[src/rtl/imem_loader_pkg.sv]
// Shared types and constants for the instruction-memory program loader.
package imem_loader_pkg;

    typedef enum logic [2:0] {
        IDLE   = 3'd0,
        LEN_HI = 3'd1,
        LEN_LO = 3'd2,
        DATA   = 3'd3,
        CHECK  = 3'd4,
        DONE   = 3'd5,
        ERROR  = 3'd6
    } state_t;

    localparam logic [1:0] ERR_NONE = 2'b00;
    localparam logic [1:0] ERR_SIZE = 2'b01;
    localparam logic [1:0] ERR_CSUM = 2'b10;

    // States in which the loader consumes bytes from the stream.
    function automatic logic accepts_bytes(input state_t s);
        return (s == LEN_HI) || (s == LEN_LO) || (s == DATA) || (s == CHECK);
    endfunction

endpackage

[src/rtl/byte_to_word_packer.sv]
// Packs a byte stream into 32-bit big-endian words (first byte lands in [31:24]).
// word_valid_o is a combinational pulse on the accept of the 4th byte, with
// word_o presenting the completed word in that same cycle.
module byte_to_word_packer (
    input  logic        clk,
    input  logic        rst,
    input  logic        clear_i,
    input  logic        byte_valid_i,
    input  logic [7:0]  byte_i,
    output logic [31:0] word_o,
    output logic        word_valid_o
);

    logic [23:0] shift_q;
    logic [1:0]  cnt_q;

    assign word_o       = {shift_q, byte_i};
    assign word_valid_o = byte_valid_i && (cnt_q == 2'd3);

    // Shift in accepted bytes and track position within the current word.
    always_ff @(posedge clk or posedge rst) begin
        if (rst) begin
            shift_q <= '0;
            cnt_q   <= '0;
        end else if (clear_i) begin
            shift_q <= '0;
            cnt_q   <= '0;
        end else if (byte_valid_i) begin
            shift_q <= {shift_q[15:0], byte_i};
            cnt_q   <= cnt_q + 2'd1;
        end
    end

endmodule

[src/rtl/imem_program_loader.sv]
// Loads a length-prefixed, checksummed program image into instruction memory
// and keeps the core held until the image is complete and verified.
//
// state  | meaning
// IDLE   | after reset, waiting for start
// LEN_HI | waiting for word-count high byte
// LEN_LO | waiting for word-count low byte, then size check
// DATA   | packing payload bytes and writing words
// CHECK  | waiting for the XOR checksum byte
// DONE   | image good, core released
// ERROR  | oversize length or bad checksum, core held
module imem_program_loader
    import imem_loader_pkg::*;
#(
    parameter int                ADDR_W    = 32,
    parameter int                MEM_WORDS = 256,
    parameter logic [ADDR_W-1:0] BASE_ADDR = '0
) (
    input  logic              clk,
    input  logic              rst,
    input  logic              start_i,
    input  logic              in_valid_i,
    input  logic [7:0]        in_data_i,
    output logic              in_ready_o,
    output logic              im_we_o,
    output logic [ADDR_W-1:0] im_addr_o,
    output logic [31:0]       im_wdata_o,
    output logic              cpu_hold_o,
    output logic              done_o,
    output logic              err_o,
    output logic [1:0]        err_code_o
);

    localparam int IDX_W = $clog2(MEM_WORDS) + 1;

    state_t            state_q, state_d;
    logic [15:0]       len_q, len_d;
    logic [IDX_W-1:0]  word_idx_q, word_idx_d;
    logic [7:0]        csum_q, csum_d;
    logic              in_ready_q, in_ready_d;
    logic              im_we_q, im_we_d;
    logic [ADDR_W-1:0] im_addr_q, im_addr_d;
    logic [31:0]       im_wdata_q, im_wdata_d;
    logic              cpu_hold_q, cpu_hold_d;
    logic              done_q, done_d;
    logic              err_q, err_d;
    logic [1:0]        err_code_q, err_code_d;

    logic        accept;
    logic        restart;
    logic [15:0] len_full;
    logic [31:0] pk_word;
    logic        pk_word_valid;

    assign accept   = in_valid_i && in_ready_q;
    assign restart  = start_i && !accepts_bytes(state_q);
    assign len_full = {len_q[15:8], in_data_i};

    byte_to_word_packer u_packer (
        .clk          (clk),
        .rst          (rst),
        .clear_i      (restart),
        .byte_valid_i (accept && (state_q == DATA)),
        .byte_i       (in_data_i),
        .word_o       (pk_word),
        .word_valid_o (pk_word_valid)
    );

    // Next-state and next-output decode; every output is registered below.
    always_comb begin
        state_d    = state_q;
        len_d      = len_q;
        word_idx_d = word_idx_q;
        csum_d     = csum_q;
        im_we_d    = 1'b0;
        im_addr_d  = im_addr_q;
        im_wdata_d = im_wdata_q;
        cpu_hold_d = cpu_hold_q;
        done_d     = done_q;
        err_d      = err_q;
        err_code_d = err_code_q;

        case (state_q)
            IDLE, DONE, ERROR: begin
                if (start_i) begin
                    state_d    = LEN_HI;
                    len_d      = '0;
                    word_idx_d = '0;
                    csum_d     = '0;
                    cpu_hold_d = 1'b1;
                    done_d     = 1'b0;
                    err_d      = 1'b0;
                    err_code_d = ERR_NONE;
                end
            end
            LEN_HI: begin
                if (accept) begin
                    len_d   = {in_data_i, 8'h00};
                    state_d = LEN_LO;
                end
            end
            LEN_LO: begin
                if (accept) begin
                    len_d = len_full;
                    if (32'(len_full) > MEM_WORDS) begin
                        state_d    = ERROR;
                        err_d      = 1'b1;
                        err_code_d = ERR_SIZE;
                        cpu_hold_d = 1'b1;
                    end else if (len_full == 16'd0) begin
                        state_d = CHECK;
                    end else begin
                        state_d = DATA;
                    end
                end
            end
            DATA: begin
                if (accept) begin
                    csum_d = csum_q ^ in_data_i;
                    if (pk_word_valid) begin
                        im_we_d    = 1'b1;
                        im_wdata_d = pk_word;
                        im_addr_d  = BASE_ADDR + ADDR_W'({word_idx_q, 2'b00});
                        word_idx_d = word_idx_q + IDX_W'(1);
                        if (16'(word_idx_q) == len_q - 16'd1) begin
                            state_d = CHECK;
                        end
                    end
                end
            end
            CHECK: begin
                if (accept) begin
                    if (in_data_i == csum_q) begin
                        state_d    = DONE;
                        done_d     = 1'b1;
                        cpu_hold_d = 1'b0;
                    end else begin
                        state_d    = ERROR;
                        err_d      = 1'b1;
                        err_code_d = ERR_CSUM;
                        cpu_hold_d = 1'b1;
                    end
                end
            end
            default: state_d = IDLE;
        endcase

        in_ready_d = accepts_bytes(state_d);
    end

    // State, datapath and output registers; reset drops everything back to idle with the core held.
    always_ff @(posedge clk or posedge rst) begin
        if (rst) begin
            state_q    <= IDLE;
            len_q      <= '0;
            word_idx_q <= '0;
            csum_q     <= '0;
            in_ready_q <= 1'b0;
            im_we_q    <= 1'b0;
            im_addr_q  <= BASE_ADDR;
            im_wdata_q <= '0;
            cpu_hold_q <= 1'b1;
            done_q     <= 1'b0;
            err_q      <= 1'b0;
            err_code_q <= ERR_NONE;
        end else begin
            state_q    <= state_d;
            len_q      <= len_d;
            word_idx_q <= word_idx_d;
            csum_q     <= csum_d;
            in_ready_q <= in_ready_d;
            im_we_q    <= im_we_d;
            im_addr_q  <= im_addr_d;
            im_wdata_q <= im_wdata_d;
            cpu_hold_q <= cpu_hold_d;
            done_q     <= done_d;
            err_q      <= err_d;
            err_code_q <= err_code_d;
        end
    end

    assign in_ready_o = in_ready_q;
    assign im_we_o    = im_we_q;
    assign im_addr_o  = im_addr_q;
    assign im_wdata_o = im_wdata_q;
    assign cpu_hold_o = cpu_hold_q;
    assign done_o     = done_q;
    assign err_o      = err_q;
    assign err_code_o = err_code_q;

endmodule

[config.mk]
export PLATFORM = sky130hd
export DESIGN_NAME = imem_program_loader
export DESIGN_NICKNAME = d
export VERILOG_FILES = /design/src/rtl/imem_loader_pkg.sv /design/src/rtl/byte_to_word_packer.sv /design/src/rtl/imem_program_loader.sv
export SDC_FILE = /design/constraint.sdc
export NUM_CORES = 1
export LEC_CHECK = 0
export ABC_AREA = 1
export BUFFER_PORTS_ARGS = -buffer_cell sky130_fd_sc_hd__buf_2
export CAP_MARGIN = 20
export CORE_MARGIN = 2
export CORE_UTILIZATION = 50
export CTS_CLUSTER_DIAMETER = 150
export DETAILED_ROUTE_END_ITERATION = 8
export PLACE_DENSITY = 0.72
export SKIP_CTS_REPAIR_TIMING = 1
export SLEW_MARGIN = 0
export SYNTH_ARGS = -nofsm -noshare
export SYNTH_HDL_FRONTEND = slang
export SYNTH_SLANG_ARGS = --single-unit
[constraint.sdc]
create_clock -name clk -period 5.75 [get_ports clk]
set_input_delay 1.15 -clock clk [delete_from_list [all_inputs] [get_ports clk]]
set_output_delay 1.15 -clock clk [all_outputs]
set_load 0.02 [all_outputs]
==> out/results.tsv <==
metric	value	unit
leading area contributor after synthesis	dfrtp_1	
row count	37	
R2R cell count	7	
max-cap check violation count	0	
H-tree depth	3	
Ant. Diodes	0	
Worst Path Required	6.01	ns
Slew Limit Fails	0	
Seq cells post-synth	110	
Iteration-0 DRC Markers	342	
CP Depth	8	
Num CTS Buffers	9	
clk root buf	clkbuf_8	
CP peak stage delay	0.82	ns
initial antenna violation count	0	
Worst-path clk slew	0.10	ns
Clk Latency, worst-skew pair	0.37	ns
first-pass GRT wire length	20.26	mm
GRT overflow	0	
synthesized area	0.005329	mm^2
vias in the first global route	4061	
CTS tree	yes	
placed instance count	806	
area grow syn2layout	9.509	%
Worst Path Max Fanout	28	
Core ar.	0.01032	mm^2
Final Skew	0.01749	ns
overall routed net length	12.06	mm
Setup TNS Final	0	ns
PortBufs	59	
WP data arrival	3.08	ns
DIE AREA	0.01150	mm^2
outcome	finished clean	
# DRC	0	
most common cell after layout, fill and taps aside	nand2_1	
CTS Sinks	110	
final hold vios	0	
total chip power	2558	uW
top-area cell type share of the netlist area	51.19	%
WHS Path Cells	2	
Yosys warning count	0	
power density cells	438.4	mW/mm^2
CTS Buffer Depth	2	
largest net degree at the start of global routing	83	
Final Util	56.53	%
drt wl/cell	14.67	um
Finished Layout Cells	822	
post-synth cell types	39	
critical-path cell list	buf_2 > nand2_1 > inv_2 > nand2_4 > inv_1 > o21ai_1 > nand2_1 > o31ai_1	
Max Clk Rate	353.4	MHz
Final nets	696	
Tcrit/Tclk final	49.21	%
Detail Route Antenna Nets	0	
Ports	83	
Tot GR Track Use	22.29	%
type of origin of the critical path	input pin	
starting density of the core	51.62	%
Setup WS pre-CTS	2.596	ns
delay-heaviest family, CP	compound AO/OA/AOI/OAI gates	
Seq/Total Area, Yosys	51.68	%
Die Y	107.2	um
Hold Path Class	reg -> reg	
CP max stage cell	o21ai_1	
synth top area cells	dfrtp_1, nand2_1, o21ai_0, inv_1, nand3_1	
Crit Path Class	in -> reg	
layout cells sized above 1	15.01	%
leakage power	0.002969	uW
Avg Vias per Cell	5.210	
crit end category	flop	
most used cell, CP	nand2_1	
Least-Margin Pin Slew	1.026	ns
most frequent cells in the layout	nand2_1, dfrtp_1, inv_1, o21ai_0, buf_2	
Avg Inst Size Synth	8.459	um^2
Final WS setup	2.921	ns
post-layout min period	2.829	ns
Post-DP HPWL	8.776	mm
Rel. slew slack	31.17	%
Pre-antenna DRT Iters	4	
RSZ-0062 raised after global routing	no	
Die X	107.2	um
Mapped Cells	630	
WP buf/inv	3	
Setup-failing EPs final	0	
gpl congestion	0.8895	
Worst VDD drop	0.3572	mV
via count	4283	
[area by class of cell]
type	count	area, um^2
fillers	988	4488
repair buffers	61	310.3
multi-input cells	417	2092
clock inverters	6	61.31
inverters	82	310.3
well taps	136	170.2
flip-flops and latches	110	2754
clock buffers	10	137.6
[path summary, 6_finish.rpt]
path / slack, ns / endpoint / startpoint
setup / recovery: 2.92 / csum_q[0]$_DFFE_PP0P_ / in_valid_i
hold reg to reg: 0.49 / cpu_hold_o$_DFFE_PP1P_ / cpu_hold_o$_DFFE_PP1P_
setup reg to reg: 3.41 / csum_q[0]$_DFFE_PP0P_ / in_ready_o$_DFF_PP0_
hold / removal: 0.49 / cpu_hold_o$_DFFE_PP1P_ / cpu_hold_o$_DFFE_PP1P_
min in group asynchronous: 0.92 / im_wdata_o[11]$_DFFE_PP0P_ / rst
max in group asynchronous: 3.73 / im_wdata_o[29]$_DFFE_PP0P_ / rst
[cells in the mapped netlist]
master,instances
dfstp_2,1
dfrtp_1,109
nand2_1,138
inv_1,76
o21ai_0,65
nand4_1,6
nor2_4,3
o22ai_4,1
inv_2,5
a21boi_0,1
and2_1,1
nor3_1,4
nand2_2,4
nand3b_1,1
nand3_1,40
buf_2,5
o31ai_1,9
o211ai_1,1
nor2_8,1
xor2_1,6
clkbuf_1,14
o21a_1,1
nor4_1,1
buf_4,24
nor3_2,2
ha_1,3
o21ai_1,2
o22ai_1,24
clkinv_1,1
a21oi_1,10
nor2_1,48
nand2_4,3
or2_2,1
a22oi_1,1
xnor2_1,13
nand3_2,1
o21bai_2,1
nor2_2,2
conb_1,1
[stage by stage]
step	hold slack (ns)	instance area (um^2)
2_1_floorplan	0.4721	5411
3_3_place_gp	0.4594	5637
3_5_place_dp	0.4660	5637
4_1_cts	0.4848	5836
5_1_grt	0.5038	5836
6_report	0.4873	5836
[report_power, final]
| group | total [uW] | switching, uW | leakage [uW] | internal (uW) |
|---|---|---|---|---|
| Sequential | 1000 | 84.2 | 0.00150 | 920 |
| Clock | 460 | 279 | 0.0000982 | 180 |
| Combinational | 1090 | 774 | 0.00137 | 321 |
| Total | 2560 | 1140 | 0.00297 | 1420 |
[per-layer routing]
| metal | track usage (%) | vias up | part of all wire (%) |
|---|---|---|---|
| met1 | 34.51 | 2048 | 49 |
| li1 | - | 2081 | - |
| met5 | 0 | - | 0 |
| met2 | 33.18 | 136 | 44 |
| met4 | 5.751 | 0 | 1.5 |
| met3 | 2.796 | 18 | 5.5 |
[kinds of logic (layout without fill, tap and decap cells)]
kind of cell / Yosys count / count (layout) / share of synthesized area, %
AOI/OAI and AO/OA: 116 / 116 / 12.47
DFF: 110 / 110 / 51.68
xor gates and xnor gates: 19 / 19 / 3.123
and+or+nand+nor: 256 / 256 / 21.34
adders and majority gates: 3 / 3 / 0.7045
other: 1 / 23 / 0.07037
buffers and inverters: 125 / 159 / 10.61
[state kept, by name, indices dropped and copies added, names as in the netlist]
name	flops
cpu_hold_o	1
csum_q	8
done_o	1
err_code_o	2
err_o	1
im_addr_o	9
im_wdata_o	32
im_we_o	1
in_ready_o	1
len_q	16
state_q	3
u_packer.cnt_q	2
u_packer.shift_q	24
word_idx_q	9
[worst register-to-register path: stages, from the launching register on]
cell and delay, ns:
dfrtp_1 0.39, nand2_1 0.21, inv_2 0.14, nand2_4 0.30, inv_1 0.12, o21ai_1 0.82, nand2_1 0.12, o31ai_1 0.12
(Power assumes the default switching activity.)
